### config.mk
export PLATFORM = sky130hd
export DESIGN_NAME = otg_hpi_sequencer
export DESIGN_NICKNAME = d
export VERILOG_FILES = /design/src/rtl/otg_hpi_sequencer_pkg.sv /design/src/rtl/otg_hpi_sequencer_timer.sv /design/src/rtl/otg_hpi_sequencer.sv
export SDC_FILE = /design/constraint.sdc
export NUM_CORES = 1
export LEC_CHECK = 0
export BUFFER_PORTS_ARGS = -buffer_cell sky130_fd_sc_hd__clkbuf_2
export CAP_MARGIN = 0
export CORE_MARGIN = 2
export CORE_UTILIZATION = 49
export DETAILED_ROUTE_END_ITERATION = 10
export HOLD_SLACK_MARGIN = 0.15
export PLACE_DENSITY = 0.78
export SLEW_MARGIN = 40
export SYNTH_ARGS = -nofsm -noshare
export SYNTH_HDL_FRONTEND = slang
export SYNTH_SLANG_ARGS = --single-unit
### constraint.sdc
create_clock -name clk -period 7.4 [get_ports clk]
set_clock_uncertainty 0.1 [all_clocks]
set_input_delay 0 -clock clk [delete_from_list [all_inputs] [get_ports clk]]
set_output_delay 0 -clock clk [all_outputs]
set_load 0.01 [all_outputs]
### src/rtl/otg_hpi_sequencer_pkg.sv
`default_nettype none
// ============================================================================
//  Module      : otg_hpi_sequencer_pkg
//  Description : Shared types and constants for the OTG HPI access sequencer:
//                FSM state encoding, Avalon register offsets, HPI port codes.
//  Revision    : 1.0 - initial release
// ============================================================================
package otg_hpi_sequencer_pkg;

    typedef enum logic [2:0] {
        IDLE     = 3'd0,
        A_SETUP  = 3'd1,
        A_STROBE = 3'd2,
        A_GAP    = 3'd3,
        D_SETUP  = 3'd4,
        D_STROBE = 3'd5,
        D_GAP    = 3'd6
    } hpi_state_t;

    // Avalon word offsets
    localparam logic [1:0] c_reg_addr = 2'd0;
    localparam logic [1:0] c_reg_data = 2'd1;
    localparam logic [1:0] c_reg_ctrl = 2'd2;

    // HPI port select codes
    localparam logic [1:0] c_hpi_port_data    = 2'd0;
    localparam logic [1:0] c_hpi_port_address = 2'd2;

endpackage
`default_nettype wire

### src/rtl/otg_hpi_sequencer_timer.sv
`default_nettype none
// ============================================================================
//  Module      : hpi_phase_timer
//  Description : 4-bit loadable down-counter timing the HPI strobe and gap
//                phases; saturates at zero and flags it.
//  Revision    : 1.0 - initial release
// ============================================================================
module hpi_phase_timer (
    input  logic       clk,
    input  logic       reset_n,
    input  logic       i_load,
    input  logic [3:0] i_load_value,
    input  logic       i_count_en,
    output logic       o_zero
);

    logic [3:0] r_count;

    // Load takes priority; otherwise count down and hold at zero.
    always_ff @(posedge clk or negedge reset_n) begin
        if (!reset_n) begin
            r_count <= 4'd0;
        end else if (i_load) begin
            r_count <= i_load_value;
        end else if (i_count_en && (r_count != 4'd0)) begin
            r_count <= r_count - 4'd1;
        end
    end

    assign o_zero = (r_count == 4'd0);

endmodule
`default_nettype wire

### src/rtl/otg_hpi_sequencer.sv
`default_nettype none
// ============================================================================
//  Module      : otg_hpi_sequencer
//  Description : Avalon-MM slave that turns register writes into timed HPI
//                address/data write or read cycles on a 16-bit HPI bus.
//  Revision    : 1.0 - initial release
// ============================================================================
module otg_hpi_sequencer
    import otg_hpi_sequencer_pkg::*;
#(
    parameter int STROBE_CYC = 4,
    parameter int GAP_CYC    = 2
) (
    input  logic        clk,
    input  logic        reset_n,
    input  logic [1:0]  address,
    input  logic        chipselect,
    input  logic        write_n,
    input  logic [31:0] writedata,
    output logic [31:0] readdata,
    output logic [1:0]  hpi_addr,
    output logic [15:0] hpi_data_out,
    output logic        hpi_data_oe,
    input  logic [15:0] hpi_data_in,
    output logic        hpi_cs_n,
    output logic        hpi_rd_n,
    output logic        hpi_wr_n
);

    // Counter reload values: a phase of N cycles counts N-1 down to 0.
    localparam logic [3:0] c_strobe_load = 4'(STROBE_CYC - 1);
    localparam logic [3:0] c_gap_load    = 4'(GAP_CYC - 1);

    hpi_state_t  r_state;
    hpi_state_t  w_next_state;
    logic [15:0] r_target_addr;
    logic [15:0] r_wdata;
    logic [15:0] r_rdata;
    logic        r_is_write;
    logic        r_done;
    logic        r_overrun;

    logic        w_wr_addr, w_wr_data, w_wr_ctrl, w_go, w_clr;
    logic        w_idle, w_busy, w_start, w_overrun_evt;
    logic        w_zero, w_load, w_finish, w_capture;
    logic [3:0]  w_load_value;
    logic        w_unused;

    assign w_unused = ^writedata[31:16];

    // Avalon write decode
    assign w_wr_addr = chipselect && !write_n && (address == c_reg_addr);
    assign w_wr_data = chipselect && !write_n && (address == c_reg_data);
    assign w_wr_ctrl = chipselect && !write_n && (address == c_reg_ctrl);
    assign w_go      = w_wr_ctrl && writedata[0];
    assign w_clr     = w_wr_ctrl && writedata[1];

    // Busy is judged on the current state, so a start landing on the
    // D_GAP exit edge is rejected as an overrun.
    assign w_idle        = (r_state == IDLE);
    assign w_busy        = !w_idle;
    assign w_start       = w_idle && (w_wr_data || w_go);
    assign w_overrun_evt = w_busy && (w_wr_addr || w_wr_data || w_go);
    assign w_finish      = (r_state == D_GAP) && w_zero;
    assign w_capture     = (r_state == D_STROBE) && w_zero && !r_is_write;

    // Next-state selection and phase-counter reload value.
    always_comb begin
        w_next_state = r_state;
        w_load_value = 4'd0;
        case (r_state)
            IDLE:     if (w_start) w_next_state = A_SETUP;
            A_SETUP:  w_next_state = A_STROBE;
            A_STROBE: if (w_zero) w_next_state = A_GAP;
            A_GAP:    if (w_zero) w_next_state = D_SETUP;
            D_SETUP:  w_next_state = D_STROBE;
            D_STROBE: if (w_zero) w_next_state = D_GAP;
            D_GAP:    if (w_zero) w_next_state = IDLE;
            default:  w_next_state = IDLE;
        endcase
        case (w_next_state)
            A_STROBE, D_STROBE: w_load_value = c_strobe_load;
            A_GAP, D_GAP:       w_load_value = c_gap_load;
            default:            w_load_value = 4'd0;
        endcase
    end

    assign w_load = (w_next_state != r_state);

    hpi_phase_timer u_timer (
        .clk          (clk),
        .reset_n      (reset_n),
        .i_load       (w_load),
        .i_load_value (w_load_value),
        .i_count_en   (1'b1),
        .o_zero       (w_zero)
    );

    // Sequencer FSM: state, register file, status flags and HPI pins decoded
    // from the next state so every pin is a clean flop output.
    always_ff @(posedge clk or negedge reset_n) begin
        if (!reset_n) begin
            r_state       <= IDLE;
            r_target_addr <= 16'd0;
            r_wdata       <= 16'd0;
            r_rdata       <= 16'd0;
            r_is_write    <= 1'b0;
            r_done        <= 1'b0;
            r_overrun     <= 1'b0;
            hpi_cs_n      <= 1'b1;
            hpi_rd_n      <= 1'b1;
            hpi_wr_n      <= 1'b1;
            hpi_data_oe   <= 1'b0;
            hpi_addr      <= 2'd0;
            hpi_data_out  <= 16'd0;
        end else begin
            r_state <= w_next_state;
            if (w_idle && w_wr_addr) r_target_addr <= writedata[15:0];
            if (w_idle && w_wr_data) r_wdata <= writedata[15:0];
            if (w_start) r_is_write <= w_wr_data;
            if (w_capture) r_rdata <= hpi_data_in;

            // Completion beats a same-cycle clear; a new start clears done.
            if (w_finish) r_done <= 1'b1;
            else if (w_start || w_clr) r_done <= 1'b0;

            if (w_overrun_evt) r_overrun <= 1'b1;
            else if (w_clr) r_overrun <= 1'b0;

            hpi_cs_n    <= 1'b1;
            hpi_rd_n    <= 1'b1;
            hpi_wr_n    <= 1'b1;
            hpi_data_oe <= 1'b0;
            case (w_next_state)
                A_SETUP, A_STROBE: begin
                    hpi_cs_n     <= 1'b0;
                    hpi_addr     <= c_hpi_port_address;
                    hpi_data_out <= r_target_addr;
                    hpi_data_oe  <= 1'b1;
                    hpi_wr_n     <= (w_next_state != A_STROBE);
                end
                D_SETUP, D_STROBE: begin
                    hpi_cs_n <= 1'b0;
                    hpi_addr <= c_hpi_port_data;
                    if (r_is_write) begin
                        hpi_data_out <= r_wdata;
                        hpi_data_oe  <= 1'b1;
                        hpi_wr_n     <= (w_next_state != D_STROBE);
                    end else begin
                        hpi_rd_n <= (w_next_state != D_STROBE);
                    end
                end
                default: ;
            endcase
        end
    end

    // Registered Avalon read mux, one-cycle latency.
    always_ff @(posedge clk or negedge reset_n) begin
        if (!reset_n) begin
            readdata <= 32'd0;
        end else if (chipselect && write_n) begin
            case (address)
                c_reg_addr: readdata <= {16'd0, r_target_addr};
                c_reg_data: readdata <= {16'd0, r_rdata};
                c_reg_ctrl: readdata <= {29'd0, r_overrun, r_done, w_busy};
                default:    readdata <= 32'd0;
            endcase
        end
    end

endmodule
`default_nettype wire

==> results of run 1 <==
cell type report:
type / instances / area (um^2)
multi-input cells: 307 / 2226
well taps: 133 / 166.4
inverters: 6 / 22.52
flip-flops and latches: 95 / 2381
clock inverters: 7 / 102.6
clock buffers: 9 / 123.9
fillers: 796 / 3842
repair buffers: 120 / 819.5
stage by stage:
| step | std cells | worst slack [ns] | total power, mW | hold slack [ns] |
|---|---|---|---|---|
| after global placement | 620 | 4.394 | 1.925 | -0.2468 |
| after detailed placement | 622 | 4.484 | 1.985 | -0.2417 |
| after CTS | 677 | 4.471 | 2.397 | 0.2449 |
| after global routing | 677 | 4.279 | 2.565 | 0.2415 |
| final | 677 | 4.438 | 2.402 | 0.1981 |
| after floorplan | 461 | 5.026 | 1.726 | -0.3956 |
sequential cells by signal (all words and copies together), names as in the netlist:
register         flops
hpi_rd_n             1
r_state              3
u_timer.r_count      4
readdata            16
hpi_addr             1
r_done               1
r_wdata             16
r_is_write           1
hpi_wr_n             1
hpi_data_oe          1
hpi_cs_n             1
r_overrun            1
r_target_addr       16
r_rdata             16
hpi_data_out        16
synth_stat cells, types with 3 or more instances:
cell type / instances
nand2b_1: 4
dfrtp_1: 92
mux2i_1: 16
nor2_1: 10
a21oi_1: 13
mux2_2: 54
nand2_1: 32
mux2_4: 9
nor2b_1: 4
clkbuf_1: 25
o21a_1: 3
o221ai_1: 16
inv_1: 6
or3_1: 19
buf_4: 17
nor3_1: 3
a22oi_1: 17
buf_2: 6
dfstp_2: 3
o21ai_0: 61
logic make-up (layout without fill, tap and decap cells):
family | after synthesis | count (layout) | synth area share
multiplexers | 79 | 79 | 0.1858
AO/OA/AOI/OAI | 126 | 126 | 0.1629
buffers and inverters | 59 | 142 | 0.06562
other | 1 | 17 | 0.0007713
flip-flops | 95 | 95 | 0.4897
adder cells (fa/ha/maj) | 1 | 1 | 0.002573
AND/OR/NAND/NOR | 84 | 84 | 0.09264
worst max-delay path, cell delays in order (launching register included):
cell	delay (ns)
dfrtp_1	0.42
inv_1	0.10
ha_1	0.24
nor3b_2	0.65
nor2_1	0.12
a311o_1	0.29
a211o_2	0.56
mux2_4	0.37
power by group:
part	internal (mW)	switching, mW
clock network	0.195	0.196
logic	0.515	0.529
registers	0.760	0.207
total	1.47	0.932
metal layers:
metal  GRT usage  vias up  wire (um)
met4     0.09266        0        329
met1      0.2590     1964       4636
li1            -     1781          -
met5           0        -          0
met2      0.3945      120       6256
met3     0.04531       24        448
worst max-delay path by stage:
| stage | end | from | depth (start not counted) | slack, ns |
|---|---|---|---|---|
| 4_1_cts | hpi_data_out[8]$_DFFE_PN0P_ | u_timer.r_count[0]$_DFFE_PN0P_ | 7 | 4.47 |
| 5_1_grt | hpi_data_out[8]$_DFFE_PN0P_ | u_timer.r_count[0]$_DFFE_PN0P_ | 7 | 4.28 |
| 2_1_floorplan | hpi_data_out[0]$_DFFE_PN0P_ | u_timer.r_count[0]$_DFFE_PN0P_ | 10 | 5.03 |
| 3_5_place_dp | hpi_data_out[8]$_DFFE_PN0P_ | u_timer.r_count[0]$_DFFE_PN0P_ | 7 | 4.48 |
| 3_3_place_gp | hpi_data_out[7]$_DFFE_PN0P_ | u_timer.r_count[0]$_DFFE_PN0P_ | 7 | 4.39 |
| 6_report | hpi_data_out[8]$_DFFE_PN0P_ | u_timer.r_count[0]$_DFFE_PN0P_ | 7 | 4.44 |
repair_timing:
item | in CTS | in global routing
gates resized for setup | 0 | 0
hold buffers | 39 | 0
endpoints found under the hold margin | 146 | 0
==> impl_metrics.toml, run 1 <==
[outcome]
status = "completed"

[sta]
max_freq_ghz = 0.3377
slew-limit-headroom = 0.4564
fin_crit_ns = 2.962
hold_viol_final = 0
fin_tns_setup_ns = 0
setup_violations = 0
rsz0062_at_grt = "false"
worstMarginPinSlew_ns = 0.8134
finalCritPeriodShare = 0.4002
slew_violations = 0

[placement]
place_area_um2 = 5225
gp_congestion = 0.8083
dp_hpwl_um = 7372
port-buffer-count = 74

[synth]
synthTopCellsByArea = "dfrtp_1 (47%), mux2_2 (13%), o21ai_0 (6.3%)"
synth.distinct_cells = 50
synth_cells = 445
synth_top_area_frac = 0.4735
synth.cell_area_um2 = 4862
synth_flop_cell = "dfrtp_1"
synth_edf_count = 0
synth_warnings = 0
ys_seq_area_frac = 0.4897
synthArstFlopShare = 1.000
yosysTopAreaCell = "dfrtp_1"
ys_ff_latch = 95
avgSynthCellArea_um2 = 10.93

[detailed_routing]
drt_pass1_iterations = 4
vias = 3889
via_per_inst = 5.744
drcViolationCount = 0
routed_wl_um = 11670
wire_per_inst_um = 17.24
drt_first_iter_violations = 268
postRouteAntennaNets = 0

[clocking]
root_buffer = "clkbuf_8"
h-tree-depth = 3
clk_path_buf_depth = 2
post_cts_buffers = 0
cts_made_buffers = 9
worstSkewPairLatency_ns = 0.37
cts_tree = "yes"
clk_pin_slew_worst_paths_ns = 0.10
clock-sinks = 95

[power_and_ir_drop]
power.static_leakage_nw = 2.732
power_density_nw_per_um2 = 411.1
ir_drop_mv = 0.1929

[global_route]
grt_pass1_vias = 3932
grt_max_degree = 83
antenna_found_initial = 0
overflow = 0
grt_usage = 0.2211
grt_pass1_wl_um = 19250

[floorplanning]
rows = 36
die_w_um = 103.6
die_h_um = 103.6
dieArea_um2 = 10740
initial_core_util = 0.5021
core_um2 = 9684
ios = 108

[min_path]
min_path_type = "input port to async pin"

[setup_path]
worst_setup_path_start_kind = "flop"
r2r-end = "hpi_data_out[8]$_DFFE_PN0P_"
r2r-start = "u_timer.r_count[0]$_DFFE_PN0P_"
required_ns = 7.55
crit_path_end_kind = "flop"
crit_type = "flop to flop"
rrSetupSlack_ns = 4.44
arrival_ns = 3.12
crit_fanout = 17
r2r_cells = 7

[layout]
final_common_cell = "dfrtp_1"
final_cell_area_um2 = 5842
mostFrequentLayoutCells = "dfrtp_1 (92), clkbuf_2 (73), o21ai_0 (61), mux2_2 (54), dlygate4sd3_1 (39)"
drive_gt1_frac = 0.3180
synthToLayoutAreaGrowth_pct = 20.15
fin_util = 0.6032
nets = 594
diodes = 0

[job]
max_cap_violations = 0
No activity file was read; power rests on OpenSTA's default activity.
==> run 2, diff against run 1 <==
Settings changed: ABC_AREA set to 1, CORE_UTILIZATION 49 to 48, PLACE_DENSITY 0.78 to 0.81.
Clock period 7.4 ns to 2.55 ns, I/O delays scaled along.
==> impl_metrics.toml, run 2 <==
[outcome]
status = "completed"

[setup_path]
required_ns = 2.74
crit_path_end_kind = "flop"
cpMaxStageDelayCell = "dlygate4sd3_1"
arrival_ns = 2.45
worst_setup_path_start_kind = "input port"
cp_common_cell = "dlygate4sd3_1"
crit_type = "input port to flop"
path_cells = "dlygate4sd3_1 -> clkbuf_2 -> nor4_1 -> dlygate4sd3_1 -> o21ai_0 -> nand2_1 -> dlygate4sd3_1"
crit_fanout = 4
critical-path-max-stage-delay_ns = 0.62

[synth]
ys_seq_area_frac = 0.5417
synth_warnings = 0
synth.cell_area_um2 = 4395
ys_ff_latch = 95
avgSynthCellArea_um2 = 8.791
synthArstFlopShare = 1.000
synth_flop_cell = "dfrtp_1"
synth_commonest_cells = "nand2_1 (166), dfrtp_1 (92), o21ai_0 (37)"
synthTopCellsByArea = "dfrtp_1 (52%), nand2_1 (14%), o21ai_0 (4.2%)"
synth.distinct_cells = 36
synth_cells = 500
yosysTopAreaCell = "dfrtp_1"
synth_edf_count = 0
synth_most_common_cell = "nand2_1"
synth_top_area_frac = 0.5238

[floorplanning]
initial_core_util = 0.4991
dieArea_um2 = 9939
ios = 108
die_w_um = 99.70
die_h_um = 99.70
rows = 34
core_um2 = 8806

[layout]
mostFrequentLayoutCells = "nand2_1 (165), dfrtp_1 (92), clkbuf_2 (73), dlygate4sd3_1 (41), o21ai_0 (37)"
synthToLayoutAreaGrowth_pct = 22.52
drive_gt1_frac = 0.2204
fin_util = 0.6115
final_common_cell = "nand2_1"
multi_input_area_um2 = 1718
diodes = 0
seqCellArea_um2 = 2381
nets = 667
fillers = 720

[sta]
rsz0062_at_grt = "false"
slew_violations = 0
setup_violations = 0
fin_crit_ns = 2.262
slew-limit-headroom = 0.6165
max_freq_ghz = 0.4422
finalCritPeriodShare = 0.8869
worstMarginPinSlew_ns = 0.5746
fin_tns_setup_ns = 0
hold_viol_final = 0

[detailed_routing]
postRouteAntennaNets = 0
met1_length_um = 4627
vias = 3673
drt_pass1_iterations = 5
wire_per_inst_um = 14.08
met3_length_um = 517
drt_first_iter_violations = 284
routed_wl_um = 10210
drcViolationCount = 0
routed-wl-met2_um = 5010
top_layer = "met4"
via_per_inst = 5.066

[global_route]
grt_usage = 0.2181
grt_max_degree = 45
overflow = 0
antenna_found_initial = 0
grt_pass1_vias = 3598
grt_pass1_wl_um = 17260

[clocking]
clock-sinks = 95
cts_tree = "yes"
clk_pin_slew_worst_paths_ns = 0.09
h-tree-depth = 3
post_cts_buffers = 0
clk_path_buf_depth = 2
root_buffer = "clkbuf_8"
cts_made_buffers = 9
worstSkewPairLatency_ns = 0.35

[placement]
port-buffer-count = 74
dp_hpwl_um = 6790
gp_congestion = 0.7993

[job]
max_cap_violations = 0

[power_and_ir_drop]
power_density_nw_per_um2 = 978.5
ir_drop_mv = 0.4548
power.static_leakage_nw = 2.817

[min_path]
min_path_type = "input port to flop"
-- run 2: repair_timing --
| action | 4_1_cts | 5_1_grt |
|---|---|---|
| hold buffers | 42 | 0 |
| resized for setup | 0 | 0 |
| endpoints found under the hold margin | 159 | 0 |
-- run 2: final timing paths --
kind / startpoint / endpoint / slack (ns) / cells past startpoint
max: address[1] / r_overrun$_DFFE_PN0P_ / 0.29 / 7
min: hpi_data_in[1] / r_rdata[1]$_DFFE_PN0P_ / 0.32 / 3
max reg2reg: u_timer.r_count[0]$_DFFE_PN0P_ / hpi_data_out[10]$_DFFE_PN0P_ / 0.33 / 11
min reg2reg: readdata[1]$_DFFE_PN0P_ / readdata[1]$_DFFE_PN0P_ / 0.39 / 2
max in group asynchronous: reset_n / hpi_cs_n$_DFF_PN1_ / 1.42 / 4
min in group asynchronous: reset_n / r_rdata[2]$_DFFE_PN0P_ / 0.59 / 4
-- run 2: logic make-up (layout without fill, tap and decap cells) --
| group | after synthesis | count (layout) | share of synthesized area |
|---|---|---|---|
| mux | 16 | 16 | 0.04099 |
| simple gates | 246 | 246 | 0.2485 |
| other cells | 1 | 17 | 0.0008532 |
| fa+ha+maj | 1 | 1 | 0.002846 |
| xor+xnor | 1 | 1 | 0.001993 |
| flops | 95 | 95 | 0.5417 |
| compound gates | 69 | 69 | 0.08085 |
| buf+inv | 71 | 172 | 0.08227 |
-- run 2: through the flow --
stage	total power [mW]	setup slack [ns]	cell area [um^2]	cells	hold slack, ns
after global placement	4.232	0.4050	4777	667	-0.07707
after detailed placement	4.332	0.3387	4780	667	-0.07238
after floorplan	3.831	0.6559	4456	516	-0.3956
after global routing	5.707	0.06789	5385	725	0.3193
final	5.269	0.2883	5385	725	0.3166
after CTS	5.274	0.3244	5383	725	0.2946
-- run 2: worst max-delay path, delay by kind of cell --
| family | cells | cell delay, ns |
|---|---|---|
| AND/OR/NAND/NOR | 2 | 0.50 |
| AO/OA/AOI/OAI | 1 | 0.08 |
| buffers and inverters | 4 | 1.86 |
-- run 2: power by group --
part	internal (mW)	leakage, nW	total, mW	switching, mW
registers	2.04	1.18	2.40	0.365
clock network	0.354	0.0776	0.888	0.534
logic	0.738	1.56	1.98	1.24
-- run 2: area by class of cell --
type                       instances  area share
inverter                          34     0.02416
sequential                        95      0.4421
clock inverter                     7    0.009061
clock buffer                       9     0.02300
multi-input combinational        350      0.3190
timing repair buffer             122      0.1575
tap                              108     0.02509
-- run 2: layer usage --
metal  up-vias  global-route usage
li1       1814                   -
met1      1714              0.2960
met2       139              0.3659
met3         6             0.04357
met4         0             0.04847
met5         -                   0
